--- src/rtl/twpm_wb_bridge.sv ---
// rtl/twpm_wb_bridge.sv - Wishbone slave bridging MCU to TPM buffer RAM and command registers.
// Optional: define TWPM_WB_IRQ_EN to register irq_pend and drive irq_o from it.
module twpm_wb_bridge #(
  parameter int unsigned RAM_AW   = 9,
  parameter logic [31:0] ID_VALUE = 32'h54504D31
) (
  input  logic              WB_CLK,
  input  logic              WB_RST,
  input  logic [16:0]       WBs_ADR,
  input  logic              WBs_CYC,
  input  logic              WBs_STB,
  input  logic              WBs_WE,
  input  logic [3:0]        WBs_BYTE_STB,
  input  logic [31:0]       WBs_WR_DAT,
  output logic [31:0]       WBs_RD_DAT,
  output logic              WBs_ACK,
  input  logic              exec_i,
  input  logic              abort_i,
  output logic              complete_o,
  output logic [RAM_AW-1:0] ram_a,
  output logic [31:0]       ram_wd,
  output logic [3:0]        ram_wen,
  output logic              ram_wr_en,
  output logic              ram_rd_en,
  input  logic [31:0]       ram_rd,
  output logic              irq_o
);
  typedef enum logic [1:0] {S_IDLE, S_RD_WAIT, S_ACK} state_e;

  state_e      state_q, state_d;
  logic        exec_m_q, exec_s_q, exec_p_q, abort_m_q, abort_s_q, abort_p_q;
  logic        cmd_pend_q, cmd_pend_d, complete_q, complete_d, irq_pend;
  logic [15:0] cnt_q, cnt_d;
  logic [31:0] rd_dat_q, rd_dat_d, reg_rdata;
  logic        req, req_ram, req_reg, ctrl_wr, exec_rise, abort_rise;
  logic        unused_adr;

  assign unused_adr = ^{WBs_ADR[15:RAM_AW+2], WBs_ADR[1:0]};

  assign req        = (state_q == S_IDLE) & WBs_CYC & WBs_STB & ~WB_RST;
  assign req_ram    = req & ~WBs_ADR[16];
  assign req_reg    = req & WBs_ADR[16];
  assign ctrl_wr    = req_reg & WBs_WE & (WBs_ADR[3:2] == 2'd2) & WBs_BYTE_STB[0];
  assign exec_rise  = exec_s_q & ~exec_p_q;
  assign abort_rise = abort_s_q & ~abort_p_q;

  always_ff @(posedge WB_CLK) begin
    if (WB_RST) begin
      {exec_m_q, exec_s_q, exec_p_q}    <= 3'b0;
      {abort_m_q, abort_s_q, abort_p_q} <= 3'b0;
    end else begin
      {exec_m_q, exec_s_q, exec_p_q}    <= {exec_i, exec_m_q, exec_s_q};
      {abort_m_q, abort_s_q, abort_p_q} <= {abort_i, abort_m_q, abort_s_q};
    end
  end

  always_ff @(posedge WB_CLK) begin
    if (WB_RST) state_q <= S_IDLE;
    else        state_q <= state_d;
  end

  always_comb begin
    state_d = state_q;
    unique case (state_q)
      S_IDLE:    if (req) state_d = (req_ram & ~WBs_WE) ? S_RD_WAIT : S_ACK;
      S_RD_WAIT: state_d = S_ACK;
      default:   state_d = S_IDLE;
    endcase
  end

  always_comb begin
    WBs_ACK    = (state_q == S_ACK);
    WBs_RD_DAT = WBs_ACK ? rd_dat_q : 32'b0;
    ram_wr_en  = req_ram & WBs_WE;
    ram_rd_en  = req_ram & ~WBs_WE;
    ram_wen    = ram_wr_en ? WBs_BYTE_STB : 4'b0;
  end

  assign ram_a  = WBs_ADR[RAM_AW+1:2];
  assign ram_wd = WBs_WR_DAT;

  always_comb begin
    reg_rdata = 32'b0;
    unique case (WBs_ADR[3:2])
      2'd0:    reg_rdata = ID_VALUE;
      2'd1:    reg_rdata = {28'b0, irq_pend, cmd_pend_q, abort_s_q, exec_s_q};
      2'd3:    reg_rdata = {16'b0, cnt_q};
      default: reg_rdata = 32'b0;
    endcase
  end

  // Register reads are captured at request; RAM data one cycle later in RD_WAIT.
  always_comb begin
    rd_dat_d = rd_dat_q;
    if (req)                         rd_dat_d = (WBs_ADR[16] & ~WBs_WE) ? reg_rdata : 32'b0;
    else if (state_q == S_RD_WAIT)   rd_dat_d = ram_rd;
  end

  always_comb begin
    cmd_pend_d = cmd_pend_q;
    if (exec_rise)                                  cmd_pend_d = 1'b1;
    else if (abort_rise | (ctrl_wr & WBs_WR_DAT[1])) cmd_pend_d = 1'b0;
    complete_d = complete_q;
    if (ctrl_wr & WBs_WR_DAT[0] & exec_s_q) complete_d = 1'b1;
    else if (~exec_s_q)                     complete_d = 1'b0;
    cnt_d = cnt_q + {15'b0, exec_rise};
  end

  always_ff @(posedge WB_CLK) begin
    if (WB_RST) begin
      rd_dat_q   <= 32'b0;
      cmd_pend_q <= 1'b0;
      complete_q <= 1'b0;
      cnt_q      <= 16'b0;
    end else begin
      rd_dat_q   <= rd_dat_d;
      cmd_pend_q <= cmd_pend_d;
      complete_q <= complete_d;
      cnt_q      <= cnt_d;
    end
  end

  assign complete_o = complete_q;

`ifdef TWPM_WB_IRQ_EN
  logic irq_pend_q;
  always_ff @(posedge WB_CLK) begin
    if (WB_RST) irq_pend_q <= 1'b0;
    else        irq_pend_q <= cmd_pend_q;
  end
  assign irq_pend = irq_pend_q;
`else
  assign irq_pend = 1'b0;
`endif

  assign irq_o = irq_pend;
endmodule

--- config.mk ---
export PLATFORM = sky130hd
export DESIGN_NAME = twpm_wb_bridge
export DESIGN_NICKNAME = d
export VERILOG_FILES = /design/src/rtl/twpm_wb_bridge.sv
export SDC_FILE = /design/constraint.sdc
export NUM_CORES = 1
export LEC_CHECK = 0
export CORE_MARGIN = 4
export CORE_UTILIZATION = 38
export DETAILED_ROUTE_END_ITERATION = 10
export PLACE_DENSITY_LB_ADDON = 0.3
export SYNTH_ARGS = -nofsm -noshare
export SYNTH_HDL_FRONTEND = slang
export SYNTH_SLANG_ARGS = --single-unit
--- constraint.sdc ---
create_clock -name WB_CLK -period 1.8 [get_ports WB_CLK]
set_input_delay 0.18 -clock WB_CLK [delete_from_list [all_inputs] [get_ports WB_CLK]]
set_output_delay 0.18 -clock WB_CLK [all_outputs]
set_load 0.02 [all_outputs]
==> results_dict.tcl <==
set metrics [dict create \
    status "complete, no violations" \
    coreArea_um2 7370 \
    cp_slowest_cell "dfxtp_1" \
    gp_congestion 0.8161 \
    clk_pin_slew_ps 70 \
    post-route-period-util 0.9762 \
    ir_drop_uv 390.6 \
    place_ws_ps -371.4 \
    worst_clock_skew_ps 8.627 \
    initial_core_util 0.3969 \
    synth_mux_area_frac 0.003849 \
    critical_path_class "flop to output port" \
    rows 31 \
    area_delta_synth_final_pct 36.18 \
    clock_sinks 58 \
    multi_input_area_um2 1396 \
    synthXorXnorAreaFrac 0.03593 \
    total_power_w 0.003297 \
    slowest_delay_ps 320 \
    grt-ovfl-total 0 \
    maxCapViolCount 0 \
    vias 2538 \
    wire_per_inst_um 13.50 \
    period_needed_ps 1757 \
    h-tree-depth 3 \
    grt_pass1_wl_um 11350 \
    worstSetupStartpointType "flop" \
    hpwl_um 5151 \
    grt_setup_unrepaired "true" \
    cts_made_buffers 9 \
    total_leakage_power_nw 1.570 \
    final_common_cell "dfxtp_1" \
    die_area_um2 9166 \
    n_antenna_cell 0 \
    drv_slew 0 \
    first_iter_violations 85 \
    holdWs_ps 323.4 \
    max_clock_freq_ghz 0.5691 \
    portBuffers 91 \
    synthSimpleGateAreaFrac 0.2789 \
    cts_tree "yes" \
    crit_chain "nand4bb_1 > nand2b_4 > nor3_4 > and2_4 > buf_6" \
    timing.final.ws_setup_ps 42.80 \
    syn_nets 454 \
    setup_viol 0 \
    drt_pass1_iterations 4 \
    first_global_vias 2474 \
    regArea_um2 1161 \
    drc_errors 0 \
    endpoint_kind "output port" \
    layout_common_cells "dfxtp_1 (58), clkdlybuf4s50_1 (51), nand2_1 (43)" \
    setup-tns-final_ps 0 \
    antenna_found_initial 0 \
    vias_per_cell 4.798 \
    synthAdderAreaFrac 0.008554 \
    cts_root_buf "clkbuf_8" \
    synth_top_family_by_area "simple AND/OR/NAND/NOR gates" \
    track_usage 0.1601 \
    yosysSeqAreaShare 0.3969 \
    io_pins 174 \
    clock_latency_ps 330 \
    power_density_nw_per_um2 827.6 \
    crit_fanout 5 \
    yosys_warnings 0 \
    totalWireLength_um 7139 \
    ys_types 39 \
    syn-instance-count 360 \
    hold_viol_final 0 \
    fillerInstances 704 \
    drtAntennaViolNets 0 \
    drive_above_1_share 0.2047 \
    hold_path.class "input port to flop" \
    placed_cell_area_um2 3765 \
    arrival_ps 1580 \
    required_ps 1620 \
    synth_seq_cells 58 \
    grt_max_degree 47 \
    design_area_um2 3984 \
    clock_path_buffers 2 \
    netlist_area_um2 2925 \
    avgSynthCellArea_um2 8.126 \
    dieHeight_um 95.74 \
    die_w_um 95.74 \
    layout.nets 519 \
    synth_compound_area_frac 0.1309 \
]
==> layout make-up <==
type,instances,area share
clock buffers,10,0.03455
clock inverters,6,0.03423
inverters,5,0.004711
multi-input cells,235,0.3505
flip-flops and latches,58,0.2915
well taps,99,0.03109
repair buffers,116,0.2535
==> synthesized netlist by cell type <==
cell type  number  share of area
nor2b_1        10          0.021
xnor2_1         1         0.0030
conb_1          1         0.0013
a211oi_1       18          0.046
a21boi_0        1         0.0026
or4_1           1         0.0026
a22oi_1         6          0.015
buf_4          42           0.11
nand4_1         5          0.011
nor2_1         37          0.047
nand2_1        43          0.055
and2_0          1         0.0021
clkbuf_1       13          0.017
buf_1           3         0.0038
buf_6           1         0.0038
or3b_4          1         0.0038
nor3b_1         1         0.0026
o21ba_2         1         0.0034
xor2_1         11          0.033
o21ai_0        13          0.022
a31oi_1         1         0.0021
and2_1         37          0.079
and4_1          4          0.012
o31ai_1         1         0.0026
buf_2           3         0.0051
nor3_4          1         0.0056
inv_1           5         0.0064
a311oi_1        3         0.0090
a21oi_1        16          0.027
nor4_1          1         0.0021
nand3b_1        2         0.0051
dfxtp_1        58           0.40
nand2b_1        2         0.0043
ha_1            2         0.0086
nand3_1         8          0.014
nand4bb_1       1         0.0038
nor3_1          3         0.0051
mux2_2          1         0.0038
or3_1           1         0.0021
==> what timing repair did <==
action / in CTS / in global routing
endpoints found under the setup margin: 40 / 44
gates resized for setup: 82 / 51
buffers inserted: 1 / 1
hold buffers: 0 / 0
pin swaps: 0 / 5
==> cell families (layout without fill, tap and decap cells) <==
| kind of cell | count (synthesis) | in the layout |
|---|---|---|
| DFF | 58 | 58 |
| AOI/OAI and AO/OA | 60 | 60 |
| and+or+nand+nor | 159 | 159 |
| xor gates and xnor gates | 12 | 12 |
| muxes | 1 | 1 |
| buffers and inverters | 67 | 137 |
| other | 1 | 1 |
| adders and majority gates | 2 | 2 |
==> worst paths after layout <==
path | start | end | slack (ps) | cells after the start
hold / removal | WB_RST | state_q[1]$_SDFFE_PP0P_ | 320 | 4
setup reg to reg | exec_s_q$_SDFF_PP0_ | cnt_q[15]$_SDFF_PP0_ | 120 | 6
hold reg to reg | abort_m_q$_SDFF_PP0_ | abort_s_q$_SDFF_PP0_ | 450 | 1
setup / recovery | state_q[0]$_SDFFE_PP0P_ | ram_wen[0] | 40 | 5
==> flip-flops by register name, summed over array words and instances (netlist names) <==
register and count:
complete_o 1, rd_dat_q 32, cnt_q 16, exec_p_q 1, abort_s_q 1, abort_m_q 1, abort_p_q 1, cmd_pend_q 1
exec_s_q 1, exec_m_q 1, state_q 2
==> report_power, final <==
group	switching [W]	internal [W]	leakage, nW
clock network	0.000529	0.00110	0.133
registers	0.0000178	0.00132	0.472
logic	0.000143	0.000180	0.965
total	0.000690	0.00261	1.57
==> metal layers <==
layer	vias up	track usage	share of wire
li1	1287	-	-
met1	1158	0.1879	0.43
met2	78	0.2716	0.50
met3	15	0.03831	0.059
met4	0	0.08057	0.016
met5	-	0	0
==> critical path: cells and delay by family (launching register included) <==
family / cells / cell delay (ps)
and+or+nand+nor: 4 / 820
DFF: 1 / 320
buffers and inverters: 1 / 110
==> metrics by stage <==
step | std cells | utilization
after detailed placement | 511 | 0.5109
after global routing | 529 | 0.5406
after floorplan | 360 | -
after CTS | 528 | 0.5513
after global placement | 511 | 0.5109
final | 529 | 0.5406
Note: power is estimated with default switching activity, not from simulation.
==> RTL change 1 (config.mk and constraints unchanged) <==
Change the parameter `RAM_AW` from 9 to 8.
--- a/src/rtl/twpm_wb_bridge.sv
+++ b/src/rtl/twpm_wb_bridge.sv
@@ -1,7 +1,7 @@
 // rtl/twpm_wb_bridge.sv - Wishbone slave bridging MCU to TPM buffer RAM and command registers.
 // Optional: define TWPM_WB_IRQ_EN to register irq_pend and drive irq_o from it.
 module twpm_wb_bridge #(
-  parameter int unsigned RAM_AW   = 9,
+  parameter int unsigned RAM_AW   = 8,
   parameter logic [31:0] ID_VALUE = 32'h54504D31
 ) (
   input  logic              WB_CLK,
Ports: changed (resized ram_a); port bits go from 174 to 173. The function was not compared with the original's and may differ.
==> RTL change 1 against the original RTL <==
Worst setup slack better by 15 ps. Wire length down 2.4%. Sequential power about the same. Power down 15%. Sequential cell count unchanged. Synthesized area down 0.26%. Global-route usage down 0.31 points. Cell area down 0.79%.
==> RTL change 1: results (changes against the original RTL) <==
stage,metric,value,unit,change
finish,number of nets in the final layout,523,,+0.77%
hold_path,origin of the worst min-delay path,WBs_WR_DAT[14],,
clock_tree,deepest level of the CTS H-tree,3,,unchanged
place,final weighted congestion in routability-driven placement,0.769,,-5.8%
hold_path,worst hold path stage count,0,,-4
place,HPWL after detailed placement,5.26,mm,+2.1%
synth,share of the yosys chip area belonging to registers,39.8,%,+0.10 points
status,outcome,"finished, final reports clean",,
place,total placed instance area,3770,µm²,+0.27%
synth,multiplexer share of the synthesized area,0.386,%,+0.00099 points
global_route,met2 global-route usage,26.8,%,-0.35 points
drt,drt via density,4.75,,-1.0%
global_route,number of global-route vias before repair,2457,,-0.69%
global_route,first-pass GRT wire length,11.3,mm,-0.79%
pwr,proportion of power drawn by combinational gates,11.7,%,+1.9 points
sta,worst setup margin,57.8,ps,+15.0 ps
pwr,net switching power,0.657,mW,-4.8%
synth,adder and majority gate portion of the synthesized area,0.858,%,+0.0022 points
setup_path,Critical Path AT,1560,ps,-20 ps
clock_tree,number of buffers created by CTS,9,,unchanged
global_route,pin count of the biggest net entering global routing,47,,unchanged
setup_path,Crit path max-delay family,simple AND/OR/NAND/NOR gates,,
synth,Commonest cells post-synth,"58 x dfxtp_1, 43 x nand2_1, 41 x buf_4, 37 x and2_1, 37 x nor2_1",,
pwr,leakage power of the design,1.60,nW,+1.6%
drt,routed wire length,6.97,mm,-2.4%
hold_path,sink of the worst hold path,ram_wd[14],,
drt,detailed route wirelength on metal3,392,µm,-7.3%
drt,post-route met1 wirelength,3.03,mm,-1.1%
sta,hold slack final,360,ps,+36.6 ps
global_route,GRT met3 Usage,3.55,%,-0.28 points
setup_path,worst reg2reg startpoint,exec_s_q,,
synth,fraction of the mapped netlist area in compound gates,13.1,%,+0.034 points
sta,Final Skew,7.12,ps,-1.51 ps
synth,top-area cell type share of the netlist area,39.8,%,+0.10 points
synth,xor/xnor share of the synthesized area,3.60,%,+0.0092 points
place,Setup Slack @ Placement,-406,ps,-34.2 ps
synth,Syn Nets,453,,-0.22%
hold_path,path category of the worst min-delay check,in -> out,,
synth,"top cells by area, synth","dfxtp_1 40%, buf_4 11%, and2_1 7.9%, nand2_1 5.5%, nor2_1 4.8%",,
synth,Synth Area per Inst,8.13,µm²,about the same
setup_path,top fanout value on the critical path,3,,-2
setup_path,R2R Setup Slk,90,ps,-30 ps
finish,layout cells sized above 1,19.1,%,-1.3 points
finish,filler instances,703,,-0.14%
place,dpl cells,514,,+0.59%
global_route,GR Util met1,18.8,%,+0.051 points
pwr,Internal Power,2.14,mW,-18%
drt,met2 WL,3.42,mm,-3.4%
setup_path,"Slowest-stage cell, CP",dfxtp_2,,
drt,initial drt markers,117,,+38%
pwr,power in the clock group,1.12,mW,-31%
global_route,overall track demand over capacity in global routing,15.7,%,-0.31 points
drt,post-detailed-route wirelength per cell,13.1,µm,-3.1%
[RTL change 1: cell types whose count changed after synthesis]
cell   delta
buf_4     -1
[RTL change 1: kinds of logic after synthesis]
| group | count (synthesis) |
|---|---|
| and+or+nand+nor | 159 |
| buffers and inverters | 66 |
| AOI/OAI and AO/OA | 60 |
| DFF | 58 |
| xor gates and xnor gates | 12 |
| adders and majority gates | 2 |
| other | 1 |
| muxes | 1 |
[RTL change 1: final cells by class]
class	instances	area [µm²]	share of cell area, %
Multi-Input combinational cell	235	1410	35.7
Sequential cell	58	1160	29.4
Timing Repair Buffer	120	1050	26.6
Clock buffer	10	128	3.23
Tap cell	99	124	3.13
Clock inverter	6	57.6	1.46
Inverter	5	18.8	0.475
[RTL change 1: repair_timing]
action,4_1_cts,5_1_grt
setup endpoints to repair,39,43
buffers inserted,1,2
hold endpoints to repair,0,0
pin swaps,1,4
resized for setup,62,52
==> RTL change 2 (same flow settings) <==
Without the edit above. Take the reset off `rd_dat_q` and load it in a clocked block of its own.
--- a/src/rtl/twpm_wb_bridge.sv
+++ b/src/rtl/twpm_wb_bridge.sv
@@ -108,16 +108,18 @@
 
   always_ff @(posedge WB_CLK) begin
     if (WB_RST) begin
-      rd_dat_q   <= 32'b0;
       cmd_pend_q <= 1'b0;
       complete_q <= 1'b0;
       cnt_q      <= 16'b0;
     end else begin
-      rd_dat_q   <= rd_dat_d;
       cmd_pend_q <= cmd_pend_d;
       complete_q <= complete_d;
       cnt_q      <= cnt_d;
     end
+  end
+
+  always_ff @(posedge WB_CLK) begin
+    rd_dat_q <= rd_dat_d;
   end
 
   assign complete_o = complete_q;
Behaviour: same outputs for any inputs over 10 cycles, from zero or initial values and one cycle with WB_RST high; that may be too few to reach the edited logic, so the function may still have changed.
==> RTL change 2 against the original RTL <==
Worst setup slack worse by 34 ps. Cell area up 2.1%. Power down 15%. Critical path depth is 1 lower. Combinational power is 7.4% higher. Worst hold slack improved by 37 ps. Wire length is 0.38% lower. Clock power is 39% lower. Die area increased by 5.9%. Synthesized area up 6.5%. Sequential share of layout area grew 7.3 points. Sequential power increased by 8%. Global-route usage down 1.9 points. Sequential cell count did not move. Critical path type unchanged.
==> RTL change 2: results (changes against the original RTL) <==
stage,metric,value,unit,change
global_route,number of global-route vias before repair,2319,,-6.3%
global_route,first-pass GRT wire length,11.0,mm,-2.9%
synth,number of enable flip-flop cells after synthesis,32,,+32
drt,initial drt markers,63,,-26%
global_route,pin count of the biggest net entering global routing,35,,-26%
sta,Final Skew,7.01,ps,-1.61 ps
place,total placed instance area,3950,µm²,+5.0%
pwr,leakage power of the design,1.54,nW,-1.8%
pwr,worst voltage drop across the vdd grid,0.392,mV,+0.32%
setup_path,worst reg2reg startpoint,state_q[0],,
finish,number of nets in the final layout,475,,-8.5%
setup_path,R2R Setup Slk,100,ps,-20 ps
place,final weighted congestion in routability-driven placement,0.772,,-5.4%
global_route,overall track demand over capacity in global routing,14.1,%,-1.9 points
synth,share of the yosys chip area belonging to registers,47.6,%,+7.9 points
setup_path,top fanout value on the critical path,7,,+2
synth,Syn Nets,411,,-9.5%
hold_path,path category of the worst min-delay check,in -> out,,
hold_path,sink of the worst hold path,ram_a[6],,
finish,layout cells sized above 1,23.8,%,+3.4 points
status,outcome,"finished, final reports clean",,
synth,primary flip-flop cell chosen by synthesis mapping,edfxtp_1,,
synth,Commonest cells post-synth,"43 x and2_1, 42 x buf_4, 32 x edfxtp_1, 26 x dfxtp_1, 25 x o21ai_0",,
finish,Ant. Diodes,0,,unchanged
setup_path,number of cells on the worst reg-to-reg path,5,,-1
drt,post-detailed-route wirelength per cell,14.6,µm,+8.0%
setup_path,"Slowest-stage cell, CP",or2_4,,
setup_path,Critical Path AT,1610,ps,+30 ps
synth,Netlist cell types,41,,+5.1%
[RTL change 2: metrics by stage]
stage,cells,hold WS [ps],setup WS (ps),TNS (ps)
after floorplan,317,259,-37.1,-148
after global placement,471,360,-413,-7310
after detailed placement,471,360,-521,-9740
after CTS,487,360,-8.89,-16.2
after global routing,488,360,-76.3,-125
final,488,360,8.98,0
[RTL change 2: final cells by class]
class | count | area, µm²
Clock buffer | 10 | 128
Clock inverter | 6 | 33.8
Fill cell | 731 | 3780
Inverter | 4 | 15.0
Multi-Input combinational cell | 193 | 1350
Sequential cell | 58 | 1480
Tap cell | 102 | 128
Timing Repair Buffer | 115 | 932
[RTL change 2: report_power, final]
part / internal (mW) / switching (mW) / leakage [nW]
Combinational: 0.186 / 0.161 / 0.954
Sequential: 1.44 / 0.00993 / 0.507
Clock: 0.486 / 0.503 / 0.0795
Total: 2.12 / 0.674 / 1.54
[RTL change 2: how the worst max path moves through the flow]
stage                          start    endpoint  cells past startpoint
after detailed placement      WB_RST  ram_wen[3]                      5
final                     state_q[0]  ram_wen[1]                      4
after floorplan           state_q[0]  ram_wen[0]                      4
after global routing      state_q[0]  ram_wen[1]                      4
after global placement        WB_RST  ram_wen[0]                      5
after CTS                 state_q[0]  ram_wen[2]                      4
[RTL change 2: timing repair]
item / 4_1_cts / 5_1_grt
setup buffers: 0 / 1
hold buffers: 0 / 0
pin swaps: 0 / 5
endpoints found under the hold margin: 0 / 0
endpoints found under the setup margin: 42 / 48
resized for setup: 86 / 64
[RTL change 2: cell families after synthesis]
| group | count (synthesis) | share of synthesized area, % |
|---|---|---|
| and+or+nand+nor | 120 | 23.6 |
| buffers and inverters | 66 | 13.2 |
| AOI/OAI and AO/OA | 60 | 11.4 |
| DFF | 58 | 47.6 |
| muxes | 7 | 2.45 |
| xor gates and xnor gates | 3 | 0.844 |
| adders and majority gates | 2 | 0.803 |
| other | 1 | 0.120 |
[RTL change 2: routing by layer]
| metal | GRT usage (%) | vias up | routed length [µm] |
|---|---|---|---|
| met2 | 22.5 | 88 | 3320 |
| met1 | 17.5 | 1096 | 3150 |
| li1 | - | 1194 | - |
| met4 | 6.62 | 0 | 149 |
| met3 | 4.03 | 15 | 491 |
| met5 | 0 | - | 0 |
